File: config.mk
export PLATFORM = sky130hd
export DESIGN_NAME = bht_port_arbiter
export DESIGN_NICKNAME = d
export VERILOG_FILES = /design/src/rtl/bht_port_arbiter_pkg.sv /design/src/rtl/bht_update_fifo.sv /design/src/rtl/bht_port_arbiter.sv
export SDC_FILE = /design/constraint.sdc
export NUM_CORES = 1
export LEC_CHECK = 0
export BUFFER_PORTS_ARGS = -buffer_cell sky130_fd_sc_hd__buf_2
export CAP_MARGIN = 20
export CORE_ASPECT_RATIO = 1.2
export CORE_MARGIN = 2
export CORE_UTILIZATION = 50
export DETAILED_ROUTE_END_ITERATION = 6
export PLACE_DENSITY = 0.7
export SYNTH_ARGS = -nofsm -noshare
export SYNTH_HDL_FRONTEND = slang
export SYNTH_HIERARCHICAL = 1
export SYNTH_SLANG_ARGS = --single-unit
File: constraint.sdc
create_clock -name clk -period 5.2 [get_ports clk]
set_input_delay 0 -clock clk [delete_from_list [all_inputs] [get_ports clk]]
set_output_delay 0 -clock clk [all_outputs]
set_load 0.1 [all_outputs]
File: src/rtl/bht_port_arbiter_pkg.sv
// Shared types for the BHT port arbiter: counter encoding, queued update record, FSM states.
package bht_port_arbiter_pkg;

  typedef enum logic [1:0] {
    SNT = 2'd0,
    WNT = 2'd1,
    WT  = 2'd2,
    ST  = 2'd3
  } bht_ctr_t;

  localparam int BHT_IDX_W = 6;

  typedef struct packed {
    logic [BHT_IDX_W-1:0] idx;
    bht_ctr_t             ctr;
  } bht_upd_t;

  localparam bht_ctr_t BHT_CTR_INIT = WNT;

  typedef enum logic {
    ARB_INIT = 1'b0,
    ARB_RUN  = 1'b1
  } arb_state_t;

  // Saturating 2-bit counter step toward the resolved outcome.
  function automatic bht_ctr_t bht_next_ctr(input bht_ctr_t old, input logic taken);
    logic [1:0] o;
    o = old;
    if (taken) return (o == 2'd3) ? ST  : bht_ctr_t'(o + 2'd1);
    else       return (o == 2'd0) ? SNT : bht_ctr_t'(o - 2'd1);
  endfunction

endpackage

File: src/rtl/bht_update_fifo.sv
// Update FIFO for the BHT arbiter; exposes every entry in age order (0 = head) with valid bits.
module bht_update_fifo
  import bht_port_arbiter_pkg::*;
#(
  parameter type T     = bht_upd_t,
  parameter int  DEPTH = 4,
  localparam int PW    = $clog2(DEPTH),
  localparam int CW    = PW + 1
) (
  input  logic          clk,
  input  logic          rst,
  input  logic          push,
  input  T              push_data,
  input  logic          pop,
  output T              entries [DEPTH],
  output logic [DEPTH-1:0] valid,
  output logic [CW-1:0] count
);

  T              mem [DEPTH];
  logic [PW-1:0] rd_ptr;
  logic [PW-1:0] wr_ptr;

  always_ff @(posedge clk or posedge rst) begin
    if (rst) begin
      rd_ptr <= '0;
      wr_ptr <= '0;
      count  <= '0;
      for (int i = 0; i < DEPTH; i++) mem[i] <= '0;
    end else begin
      if (push) begin
        mem[wr_ptr] <= push_data;
        wr_ptr      <= wr_ptr + PW'(1);
      end
      if (pop) rd_ptr <= rd_ptr + PW'(1);
      if (push && !pop)      count <= count + CW'(1);
      else if (pop && !push) count <= count - CW'(1);
    end
  end

  // Pointers wrap naturally because DEPTH is a power of two.
  always_comb begin
    for (int i = 0; i < DEPTH; i++) begin
      entries[i] = mem[rd_ptr + PW'(i)];
      valid[i]   = (CW'(i) < count);
    end
  end

endmodule

File: src/rtl/bht_port_arbiter.sv
// Owns the single BHT array port: post-reset init sweep, then lookup/update arbitration
// with update queueing and forwarding. Optional statistics counters under BHT_STATS_EN.
//
// state    | meaning
// ARB_INIT | sweep every entry to weakly-not-taken, no requests accepted
// ARB_RUN  | full queue drains first, else lookup, else drain, else idle
module bht_port_arbiter
  import bht_port_arbiter_pkg::*;
#(
  parameter int  IDX_WIDTH = BHT_IDX_W,
  parameter int  UQ_DEPTH  = 4,
  localparam int CW        = $clog2(UQ_DEPTH) + 1
) (
  input  logic                 clk,
  input  logic                 rst,
  input  logic                 lk_valid,
  input  logic [IDX_WIDTH-1:0] lk_idx,
  output logic                 lk_ready,
  output logic                 lk_rvalid,
  output logic [1:0]           lk_ctr,
  output logic                 lk_taken,
  input  logic                 up_valid,
  input  logic [IDX_WIDTH-1:0] up_idx,
  input  logic [1:0]           up_old_ctr,
  input  logic                 up_taken,
  output logic                 up_ready,
  output logic                 arr_en,
  output logic                 arr_we,
  output logic [IDX_WIDTH-1:0] arr_addr,
  output logic [1:0]           arr_wdata,
  input  logic [1:0]           arr_rdata,
`ifdef BHT_STATS_EN
  output logic [31:0]          num_updates,
  output logic [31:0]          num_mispredicts,
  output logic [31:0]          num_full_stall,
`endif
  output logic [CW-1:0]        q_count
);

  typedef struct packed {
    logic [IDX_WIDTH-1:0] idx;
    bht_ctr_t             ctr;
  } upd_t;

  arb_state_t           state, state_n;
  logic [IDX_WIDTH-1:0] ptr;
  upd_t                 q_entries [UQ_DEPTH];
  logic [UQ_DEPTH-1:0]  q_valid;
  upd_t                 push_data;
  logic                 push, pop;
  logic                 q_full, q_empty;
  logic                 fwd_hit, fwd_hit_q;
  bht_ctr_t             fwd_ctr, fwd_ctr_q;
  logic [1:0]           ctr_hold;

  bht_update_fifo #(.T(upd_t), .DEPTH(UQ_DEPTH)) u_fifo (
    .clk       (clk),
    .rst       (rst),
    .push      (push),
    .push_data (push_data),
    .pop       (pop),
    .entries   (q_entries),
    .valid     (q_valid),
    .count     (q_count)
  );

  assign q_full        = (q_count == CW'(UQ_DEPTH));
  assign q_empty       = (q_count == '0);
  assign push_data.idx = up_idx;
  assign push_data.ctr = bht_next_ctr(bht_ctr_t'(up_old_ctr), up_taken);
  assign push          = up_valid && up_ready;

  always_ff @(posedge clk or posedge rst) begin
    if (rst) begin
      state <= ARB_INIT;
      ptr   <= '0;
    end else begin
      state <= state_n;
      if (state == ARB_INIT) ptr <= ptr + IDX_WIDTH'(1);
    end
  end

  always_comb begin
    state_n   = state;
    arr_en    = 1'b0;
    arr_we    = 1'b0;
    arr_addr  = '0;
    arr_wdata = '0;
    lk_ready  = 1'b0;
    up_ready  = 1'b0;
    pop       = 1'b0;
    case (state)
      ARB_INIT: begin
        arr_en    = 1'b1;
        arr_we    = 1'b1;
        arr_addr  = ptr;
        arr_wdata = BHT_CTR_INIT;
        if (ptr == {IDX_WIDTH{1'b1}}) state_n = ARB_RUN;
      end
      ARB_RUN: begin
        up_ready = !q_full;
        if (q_full || (!lk_valid && !q_empty)) begin
          arr_en    = 1'b1;
          arr_we    = 1'b1;
          arr_addr  = q_entries[0].idx;
          arr_wdata = q_entries[0].ctr;
          pop       = 1'b1;
        end else if (lk_valid) begin
          arr_en   = 1'b1;
          arr_addr = lk_idx;
          lk_ready = 1'b1;
        end
      end
      default: state_n = ARB_INIT;
    endcase
    // Reset is asynchronous, so the port must be quiet combinationally while it is held.
    if (rst) begin
      arr_en   = 1'b0;
      lk_ready = 1'b0;
      up_ready = 1'b0;
      pop      = 1'b0;
    end
  end

  // Newest match wins: later queue slots override earlier, same-cycle enqueue overrides all.
  always_comb begin
    fwd_hit = 1'b0;
    fwd_ctr = SNT;
    for (int i = 0; i < UQ_DEPTH; i++) begin
      if (q_valid[i] && (q_entries[i].idx == lk_idx)) begin
        fwd_hit = 1'b1;
        fwd_ctr = q_entries[i].ctr;
      end
    end
    if (push && (push_data.idx == lk_idx)) begin
      fwd_hit = 1'b1;
      fwd_ctr = push_data.ctr;
    end
  end

  always_ff @(posedge clk or posedge rst) begin
    if (rst) begin
      lk_rvalid <= 1'b0;
      fwd_hit_q <= 1'b0;
      fwd_ctr_q <= SNT;
      ctr_hold  <= '0;
    end else begin
      lk_rvalid <= lk_ready;
      if (lk_ready) begin
        fwd_hit_q <= fwd_hit;
        fwd_ctr_q <= fwd_ctr;
      end
      if (lk_rvalid) ctr_hold <= lk_ctr;
    end
  end

  assign lk_ctr   = lk_rvalid ? (fwd_hit_q ? fwd_ctr_q : arr_rdata) : ctr_hold;
  assign lk_taken = lk_ctr[1];

`ifdef BHT_STATS_EN
  always_ff @(posedge clk or posedge rst) begin
    if (rst) begin
      num_updates     <= '0;
      num_mispredicts <= '0;
      num_full_stall  <= '0;
    end else begin
      if (push) num_updates <= num_updates + 32'd1;
      if (push && (up_old_ctr[1] != up_taken)) num_mispredicts <= num_mispredicts + 32'd1;
      if ((state == ARB_RUN) && q_full) num_full_stall <= num_full_stall + 32'd1;
    end
  end
`endif

endmodule

# Word-level counts from Yosys, hierarchy flattened
# Cells that the tools add are included.
# word_totals
output_inout_bits	19
reg_bits	52
word_cells	121
input_bits	21
# op_classes
n_bitwise	6
add_sub_neg	9
n_reduce_logical	19
muxes	52
magnitude_cmp	10
n_eq_ne	8
# ops
op	count
8-bit two-way mux	9
8-bit binary-select mux with 2-bit select	4
32-bit bitwise mux	1
6-bit == test	5
2-bit two-way mux	11
1-bit two-way mux	18
8-bit demux with 2-bit select	1
3-bit greater-or-equal comparator, second input constant	5
2-bit NOT with 3-bit output	5
6-bit two-way mux	2
6-bit one-hot mux with 2 select lines	1
1-bit logical AND	10
2-bit by 1-bit adder with 2-bit output, second input constant	3
6-bit by 1-bit adder with 6-bit output, second input constant	1
6-bit == test, second input constant	1
1-bit by 3-bit < comparator with 1-bit output, first input constant	2
2-bit by 3-bit < comparator with 1-bit output, first input constant	2
3-bit two-way mux	2
1-bit logical NOT	5
2-bit adder, second input constant	2
1-bit one-hot mux with 2 select lines	2
2-bit one-hot mux with 2 select lines	1
3-bit by 1-bit adder with 3-bit output, second input constant	1
3-bit == test, second input constant	1
other kinds (9)	9

# Depth between registers and ports, before layout
# Gate-level depths: netlist of run 1.
# depth
ltp_word	11
mapped_depth	9
depth_no_buf	8

# Modules after synthesis
# Netlist of run 1, hierarchy kept.
# by_module_without_submodules
module	cells_each	seq_area_each_um2	instances	area_each_um2
bht_update_fifo	148	975.9	1	2431.1
bht_port_arbiter	159	325.3	1	1310.0

# Worst setup path before layout of run 1
# Ideal clock, no wire load.
# synth_path
path_type	register -> register
startpoint	register u_fifo.count[0]
endpoint	register u_fifo/mem[0] (netlist name)
n_path_buf	1
synth_period_minus_slack_ps	3898
stages_incl_launch_ff	7
setup_slack_ps	1302
t_arrival_ps	3774
required_ps	5075
setup_ps	125
path_cell_list	dfrtp_1 nor2_1 a21oi_1 and2_1 buf_2 nand2_1 mux2_2
# synth_via
elab_chain_len	5
# synth_lines
element	line_no	text
start: declaration	bht_update_fifo.sv:17	output logic [CW-1:0] count
start signal: assignment	bht_update_fifo.sv:36	if (push && !pop) count <= count + CW'(1);
start signal: assignment	bht_update_fifo.sv:37	else if (pop && !push) count <= count - CW'(1);
3-bit == test	bht_port_arbiter.sv:67	assign q_full = (q_count == CW'(UQ_DEPTH));
1-bit logical NOT	bht_port_arbiter.sv:101	up_ready = !q_full;
1-bit two-way mux	bht_port_arbiter.sv:92	case (state)
1-bit two-way mux	bht_port_arbiter.sv:117	if (rst) begin
net up_ready	bht_port_arbiter.sv:26	output logic up_ready,
1-bit logical AND	bht_port_arbiter.sv:71	assign push = up_valid && up_ready;
net push	bht_port_arbiter.sv:50	logic push, pop;
end signal: indexed assignment	bht_update_fifo.sv:32	mem[wr_ptr] <= push_data;
end: declaration	bht_update_fifo.sv:20	T mem [DEPTH];
# The timed path passes the listed nets, and every way through them passes these cells.
# A chain may end at the register's enable or synchronous reset.

==> results of run 1 <==
registers in the layout, indices dropped and copies added (netlist names), 2 cells and up:
signal / cells
ptr: 6
ctr_hold: 2
u_fifo/mem: 32
u_fifo/count: 3
fwd_ctr_q: 2
u_fifo/wr_ptr: 2
u_fifo/rd_ptr: 2
cell usage after synthesis (all sizes together), types with 2 or more instances:
library cell,number
dfrtp,52
mux2,33
mux4,32
xnor2,21
inv,20
nor2,20
xor2,20
buf,19
a21oi,11
nand2,11
a31oi,10
ha,9
nand4,5
mux2i,4
nor3,4
o21ai,4
nand2b,3
a2111oi,2
and2,2
and3,2
and4,2
maj3,2
nand3,2
nand3b,2
o21a,2
o22ai,2
o311ai,2
metal layers:
| metal | routed length (um) | vias up | track usage | part of all wire |
|---|---|---|---|---|
| met3 | 288 | 13 | 0.0285 | 0.039 |
| li1 | - | 1200 | - | - |
| met4 | 167 | 0 | 0.0668 | 0.023 |
| met2 | 3810 | 71 | 0.326 | 0.51 |
| met5 | 0 | - | 0 | 0 |
| met1 | 3160 | 1227 | 0.252 | 0.43 |
per-stage QoR:
stage / util / total power [mW]
2_1_floorplan: - / 0.477
3_3_place_gp: 0.534 / 0.493
3_5_place_dp: 0.534 / 0.495
4_1_cts: 0.555 / 0.796
5_1_grt: 0.558 / 0.821
6_report: 0.558 / 0.790
logic make-up (layout without fill, tap and decap cells):
| logic type | Yosys count | count (layout) | share of synthesized area |
|---|---|---|---|
| compound gates | 37 | 37 | 0.0632 |
| xor+xnor | 41 | 41 | 0.0960 |
| fa+ha+maj | 11 | 11 | 0.0355 |
| buf+inv | 40 | 75 | 0.0726 |
| flops | 52 | 52 | 0.348 |
| mux | 69 | 69 | 0.307 |
| simple gates | 57 | 57 | 0.0783 |
final timing paths:
kind | start | end | cells past startpoint
max in group asynchronous | rst | u_fifo/mem[17] | 4
hold / removal | up_idx[1] | u_fifo/mem[3] | 2
min in group asynchronous | rst | ptr[0] | 3
setup / recovery | u_fifo/rd_ptr[1] | fwd_ctr_q[1] | 7
setup reg to reg | u_fifo/rd_ptr[1] | fwd_ctr_q[1] | 7
hold reg to reg | ptr[5] | ptr[5] | 1
power groups by stage:
stage / clock (mW) / sequential [mW] / combinational, mW
after floorplan: 0 / 0.421 / 0.0565
after global placement: 0 / 0.419 / 0.0739
after detailed placement: 0 / 0.419 / 0.0752
after CTS: 0.307 / 0.411 / 0.0773
after global routing: 0.322 / 0.409 / 0.0901
final: 0.300 / 0.408 / 0.0815
area by class of cell:
class / count / area share
clock buffers: 6 / 0.0203
clock inverters: 2 / 0.00955
inverters: 20 / 0.0185
multi-input cells: 215 / 0.534
flip-flops and latches: 52 / 0.320
well taps: 90 / 0.0277
repair buffers: 47 / 0.0696
==> results.md, run 1 <==
- Seq pwr share: 0.517
- Crit share post-route: 0.560
- Setup crit end kind: register
- H-tree level count: 2
- First-pass GRT wire length: 12600 um
- Worst skew pair latency: 310 ps
- Outcome: finished, final reports clean
- Post-synth EDFFs: 0
- Worst Skew: 9.11 ps
- Routed len/inst: 17.2 um
- Synthesized area: 3740 um^2
- Int Power: 593 uW
- Combinational Power Share: 0.103
- Antenna Cells: 0
- Synth top area cells: dfrtp_1, mux4_2, mux2_2, xnor2_1, xor2_1
- Fraction of layout cells with a size suffix above 1: 0.342
- Commonest non-fill, non-tap cell in the layout: dfrtp_1
- All-Layer GR Usage: 0.192
- Largest stage delay on the critical path: 760 ps
- Tmin final: 2910 ps
- Relative slew slack: 0.533
- Worst EP required: 5370 ps
- Slowest cell on crit path: dfrtp_1
- Hold_buf cts: 3
- Worst Path Buf+Inv: 1
- Yosys warns: 6
- Setup slack after layout: 2290 ps
- Hold WC Path Type: in -> reg
- Total wire length: 7420 um
- Drt drc: 0
- Violation count after the first detailed-routing iteration: 133
- CTS tree: yes
- DP HPWL: 5680 um
- Worst EP arrival: 3080 ps
- Post-synthesis net count: 337
- Number of max-cap violations: 0
- NetSw: 197 uW
- Remaining antenna violation count: 0
- GP Congestion: 0.855
- Initial antenna violation count: 0
- Largest net degree at the start of global routing: 40
- Post-synthesis sequential area ratio: 0.348
- Fin nets: 371
- Most frequent cells in the layout: dfrtp_1, buf_2, mux2_2
- Largest area contributor in the netlist: dfrtp_1
- Gr ovfl total: 0
- Most used DFF post-synth: dfrtp_1
- Worst Path Max Fanout: 20
- Vias/cell: 5.81
- Least-Margin Pin Slew: 700 ps
- Number of global-route vias before repair: 2475
- Peak VDD IR: 112 uV
- Critical Path Start Type: register
- Clock Power Share: 0.380
- Area of the multi-input gates: 2170 um^2
- DIE HEIGHT: 98.8 um
- Final Instance Count excl. Fillers: 432
- Initial core utilization: 0.514
- Share of flip-flops with an asynchronous set or reset: 1.00
- I/O pin count: 40
- # port buffers: 39
- Cells after Synth: 307
- Synth-to-Final Area Change: 8.56%
- CP Class: reg -> reg
- FP Rows: 34
- Pleak: 1.76 nW
- Cell Area, Placed: 3880 um^2
- Placement Setup Slack: 2000 ps
- Clk sinks: 52
- Design area: 4060 um^2
- Synthesized area per cell: 12.2 um^2
- Sw frac: 0.249
- Placed Cells: 420
- Critical-path cell list: buf_4, mux4_2, xnor2_1, and4_1, and2_1, o311ai_0, a31oi_1
- Clock slew at reported path FFs: 100 ps
- Max Fclk: 344 MHz
- Final Slew Violations: 0
- #FFs+latches synth: 52
- CTS Buffer Depth: 2
- Filler cells: 629
- Fin Hold WS: 15.3 ps
- Final setup vio count: 0
- Root buf cell: clkbuf_8
- Unrepaired setup endpoints after global routing: no
- Top delay family on crit path: flip-flops
- Synth cell types: 42
- Core Footprint: 7270 um^2
- Vias: 2511
- Total area of sequential cells: 1300 um^2
- Pre-antenna DRT Iters: 4
- Final Hold Vio Count: 0
- Setup Fix Bufs, Post-CTS: 0
- TritonCTS buffer count: 5
- Post_cts resized: 0
- Chip Width: 83.0 um
- Synth top area share: 0.348
- Power Dens Cells: 195 nW/um^2
- Die area: 8190 um^2
- R2R Setup Slk: 2290 ps
- Final TNS setup: 0 ps
No activity file was read; power rests on OpenSTA's default activity.
==> run 2, diff against run 1 <==
--- a/config.mk
+++ b/config.mk
@@ -11,7 +11,7 @@
 export CORE_MARGIN = 2
 export CORE_UTILIZATION = 50
 export DETAILED_ROUTE_END_ITERATION = 6
-export PLACE_DENSITY = 0.7
+export PLACE_DENSITY = 0.72
 export SYNTH_ARGS = -nofsm -noshare
 export SYNTH_HDL_FRONTEND = slang
 export SYNTH_HIERARCHICAL = 1
==> constraint.sdc (replaced) <==
create_clock -name clk -period 2.61 [get_ports clk]
set_input_delay 0 -clock clk [delete_from_list [all_inputs] [get_ports clk]]
set_output_delay 0 -clock clk [all_outputs]
set_load 0.1 [all_outputs]
==> results.md, run 2 (same netlist as run 1, synthesis figures left out) <==
- Outcome: finished, final reports clean
- Clock Power Share: 0.361
- Core Footprint: 7270 um^2
- DP HPWL: 5890 um
- Register with the most flip-flops: u_fifo/mem
- Critical-path cell list: buf_12, mux4_2, xnor2_1, nand4_1, a2111oi_2, o311ai_0, a31oi_1
- Peak VDD IR: 191 uV
- Power Dens Cells: 365 nW/um^2
- Fin nets: 374
- Least-Margin Pin Slew: 805 ps
- Initial core utilization: 0.514
- Area of the multi-input gates: 2300 um^2
- Worst EP arrival: 2640 ps
- # port buffers: 39
- Worst r2r path cells: 7
- Total wire length: 7890 um
- Placement Setup Slack: 199 ps
- Routed len/inst: 18.1 um
- Seq pwr share: 0.526
- Setup Fix Bufs, Post-CTS: 0
- Largest stage delay on the critical path: 560 ps
- Die area: 8190 um^2
- Worst EP required: 2840 ps
- Commonest non-fill, non-tap cell in the layout: dfrtp_1
- Setup crit end kind: register
- CP Class: reg -> reg
- I/O pin count: 40
- FF-to-FF End: fwd_ctr_q[1]
- Top Registers: u_fifo/mem x32, ptr x6, u_fifo/count x3
- Clk sinks: 52
- Int Power: 1.16 mW
- Drt drc: 0
- Number of max-cap violations: 0
- Sw frac: 0.251
- DIE HEIGHT: 98.8 um
- Root buf cell: clkbuf_8
- Relative slew slack: 0.463
- Worst Path Max Fanout: 17
- Synth-to-Final Area Change: 13.0%
- NetSw: 388 uW
- H-tree level count: 2
- Pleak: 1.79 nW
- Largest net degree at the start of global routing: 35
- FP Rows: 34
- R2R Setup Slk: 200 ps
- Final setup vio count: 0
- Chip Width: 83.0 um
- Worst skew pair latency: 310 ps
- Critical Path Start Type: register
- Most frequent cells in the layout: dfrtp_1, buf_2, mux2_2
- Fraction of layout cells with a size suffix above 1: 0.397
- WHS Endpoint: u_fifo/mem[4]
- CTS Buffer Depth: 2
- Slowest cell on crit path: mux4_2
- Final Hold Vio Count: 0
- R2R Path Start: u_fifo/rd_ptr[0]
- First-pass GRT wire length: 13600 um
- Final TNS setup: 0 ps
- Worst Skew: 9.65 ps
- Max reg flops: 32
- Final Slew Violations: 0
- Max Fclk: 414 MHz
- Hold Startpoint: up_idx[2]
- All-Layer GR Usage: 0.205
- Crit share post-route: 0.924
- Vias: 2587
- Hold Path Stages: 2
- Tmin final: 2410 ps
- Violation count after the first detailed-routing iteration: 208
- Combinational Power Share: 0.113
- CTS tree: yes
- TritonCTS buffer count: 5
- Setup slack after layout: 197 ps
- Antenna Cells: 0
- Initial antenna violation count: 0
- Total area of sequential cells: 1310 um^2
- Remaining antenna violation count: 0
- Unrepaired setup endpoints after global routing: no
- Clock slew at reported path FFs: 100 ps
- Hold WC Path Type: in -> reg
- Vias/cell: 5.95
- Pre-antenna DRT Iters: 4
- Gr ovfl total: 0
- Number of global-route vias before repair: 2665
- GP Congestion: 0.902
- Filler cells: 599
-- run 2: worst max path at each step --
stage	endpoint	depth (start not counted)	slack, ps	start
after floorplan	arr_wdata[1]	4	10	u_fifo/count[1]
after global placement	fwd_ctr_q[0]	7	290	u_fifo/rd_ptr[0]
after detailed placement	fwd_ctr_q[1]	7	200	u_fifo/rd_ptr[0]
after CTS	fwd_ctr_q[1]	7	140	u_fifo/rd_ptr[0]
after global routing	fwd_ctr_q[1]	7	0.9	u_fifo/rd_ptr[0]
final	fwd_ctr_q[1]	7	200	u_fifo/rd_ptr[0]
-- run 2: timing repair --
| item | 4_1_cts | 5_1_grt |
|---|---|---|
| setup endpoints to repair | 0 | 2 |
| gates resized for setup | 0 | 6 |
| hold buffers | 4 | 0 |
| endpoints found under the hold margin | 40 | 0 |
-- run 2: cell type report --
class,instances,share of cell area
multi-input cells,215,0.543
clock buffers,6,0.0172
flip-flops and latches,52,0.309
repair buffers,50,0.0782
well taps,90,0.0266
inverters,20,0.0178
clock inverters,2,0.00829
-- run 2: per-stage QoR --
step,power [mW],util,hold WS [ps],instances,cell area (um^2)
floorplan,0.957,-,-123,307,3850
global placement,0.991,0.554,91.0,422,4030
detailed placement,0.994,0.554,101,422,4030
CTS,1.56,0.574,0.909,434,4180
global route,1.61,0.581,16.7,435,4230
finish,1.54,0.581,6.59,435,4230
-- run 2: power groups by stage --
stage | sequential, mW | combinational, mW | clock, mW
final | 0.813 | 0.175 | 0.557
after global routing | 0.814 | 0.193 | 0.599
after CTS | 0.812 | 0.171 | 0.573
after detailed placement | 0.828 | 0.165 | 0
after global placement | 0.828 | 0.163 | 0
after floorplan | 0.839 | 0.118 | 0
-- run 2: critical path, delay by kind of cell, from the launching register on --
kind                   cells  cell delay, ps
AO/OA/AOI/OAI              3             740
XOR/XNOR                   1             190
buffers and inverters      1             200
flip-flops                 1             440
multiplexers               1             560
AND/OR/NAND/NOR            1             200
-- run 2: routing by layer --
metal,up-vias,routed length [um],GRT usage
met5,-,0,0
met2,70,4100,0.349
li1,1203,-,-
met4,0,63,0.0605
met3,4,369,0.0385
met1,1310,3360,0.270
==> run 3, diff against run 2 <==
--- a/config.mk
+++ b/config.mk
@@ -6,12 +6,13 @@
 export NUM_CORES = 1
 export LEC_CHECK = 0
 export BUFFER_PORTS_ARGS = -buffer_cell sky130_fd_sc_hd__buf_2
-export CAP_MARGIN = 20
+export CAP_MARGIN = 40
 export CORE_ASPECT_RATIO = 1.2
 export CORE_MARGIN = 2
 export CORE_UTILIZATION = 50
 export DETAILED_ROUTE_END_ITERATION = 6
-export PLACE_DENSITY = 0.72
+export GPL_ROUTABILITY_DRIVEN = 0
+export PLACE_DENSITY = 0.8
 export SYNTH_ARGS = -nofsm -noshare
 export SYNTH_HDL_FRONTEND = slang
 export SYNTH_HIERARCHICAL = 1
==> results.md, run 3 (same netlist as run 1, synthesis figures left out) <==
- Largest stage delay on the critical path: 570 ps
- CTS tree: yes
- Drt drc: 0
- Final Hold Vio Count: 0
- All-Layer GR Usage: 0.191
- Routed len/inst: 17.1 um
- Setup slack after layout: 138 ps
- # port buffers: 39
- Top Registers: u_fifo/mem x32, ptr x6, u_fifo/count x3
- Number of global-route vias before repair: 2599
- Critical Path Start Type: register
- Critical-path cell list: buf_12, mux4_2, xnor2_1, nand4_1, a2111oi_1, o311ai_0, a31oi_1
- Setup Fix Bufs, Post-CTS: 0
- Power Dens Cells: 375 nW/um^2
- DIE HEIGHT: 98.8 um
- Fin Hold WS: 9.97 ps
- Max Fclk: 405 MHz
- Post-layout power: 1.57 mW
- Pleak: 1.78 nW
- Worst Path Buf+Inv: 1
- Die area: 8190 um^2
- Violation count after the first detailed-routing iteration: 126
- Setup crit end kind: register
- FP Rows: 34
- Synth-to-Final Area Change: 11.9%
- CTS Buffer Depth: 2
- Largest net degree at the start of global routing: 35
- Least-Margin Pin Slew: 794 ps
- Slowest cell on crit path: mux4_2
- Commonest non-fill, non-tap cell in the layout: dfrtp_1
- First-pass GRT wire length: 12700 um
- Register with the most flip-flops: u_fifo/mem
- Worst EP arrival: 2700 ps
- Top delay family on crit path: compound AO/OA/AOI/OAI gates
- TritonCTS buffer count: 5
- I/O pin count: 40
- Total area of sequential cells: 1310 um^2
- Worst EP required: 2840 ps
- Hold WC Path Type: in -> reg
- Outcome: finished, final reports clean
- Vias/cell: 5.98
- Clock slew at reported path FFs: 90 ps
- Final setup vio count: 0
- Number of max-cap violations: 0
- Final core occ: 0.576
- Worst Skew: 4.89 ps
- Core Footprint: 7270 um^2
- CP Class: reg -> reg
- Total wire length: 7410 um
- Tmin final: 2470 ps
- Worst skew pair latency: 300 ps
- Placement Setup Slack: 136 ps
- Vias: 2591
- Fin nets: 372
- Filler cells: 595
- Initial antenna violation count: 0
- Worst Path Max Fanout: 34
- Area of the multi-input gates: 2270 um^2
- Max reg flops: 32
- Antenna Cells: 0
- Remaining antenna violation count: 0
- Pre-antenna DRT Iters: 6
- Unrepaired setup endpoints after global routing: no
- DP HPWL: 5690 um
- Fraction of layout cells with a size suffix above 1: 0.391
- Root buf cell: clkbuf_8
- Gr ovfl total: 0
- Most frequent cells in the layout: dfrtp_1, buf_2, mux2_2
- Final TNS setup: 0 ps
- Peak VDD IR: 189 uV
- Clk sinks: 52
- Initial core utilization: 0.514
- Final Slew Violations: 0
- H-tree level count: 2
- Relative slew slack: 0.470
- Chip Width: 83.0 um
- Crit share post-route: 0.947
==> run 3: final timing paths <==
path	start	to	slack, ps	depth (start not counted)
max in group asynchronous	rst	u_fifo/mem[22]	1420	4
worst min-delay path	up_idx[3]	u_fifo/mem[5]	10	2
worst max-delay path	u_fifo/rd_ptr[0]	fwd_ctr_q[1]	140	7
worst min register to register	ptr[5]	ptr[5]	510	1
worst max register to register	u_fifo/rd_ptr[0]	fwd_ctr_q[1]	140	7
min in group asynchronous	rst	state	320	3
==> run 3: per-layer routing <==
layer,up-vias,global-route usage,share of wire
met5,-,0,0
met4,0,0.0631,0.018
met3,12,0.0293,0.044
met2,78,0.328,0.52
met1,1301,0.250,0.42
li1,1200,-,-
==> run 3: through the flow <==
stage / cell area, um^2 / instances
2_1_floorplan: 3850 / 307
5_1_grt: 4190 / 433
4_1_cts: 4190 / 433
3_3_place_gp: 4030 / 422
3_5_place_dp: 4030 / 422
6_report: 4190 / 433
==> run 3: layout make-up <==
class                      instances  area share
multi-input combinational        215       0.543
sequential                        52       0.312
timing repair buffer              48      0.0705
tap                               90      0.0269
clock buffer                       7      0.0230
inverter                          20      0.0179
clock inverter                     1     0.00717
==> run 3: worst reg2reg max path, stage by stage (launching register included) <==
cell and delay (ps):
dfrtp_1 380, buf_12 230, mux4_2 580, xnor2_1 200
nand4_1 160, a2111oi_1 450, o311ai_0 210, a31oi_1 190
==> run 3: timing repair <==
| action | in CTS | in global routing |
|---|---|---|
| hold endpoints to repair | 39 | 0 |
| gates resized for setup | 0 | 1 |
| hold buffers | 3 | 0 |
| endpoints found under the setup margin | 0 | 1 |
==> run 3: power by group <==
| part | internal (mW) | switching, mW | total (mW) |
|---|---|---|---|
| Combinational | 0.0590 | 0.108 | 0.167 |
| Clock | 0.338 | 0.254 | 0.592 |
| Sequential | 0.808 | 0.00467 | 0.812 |
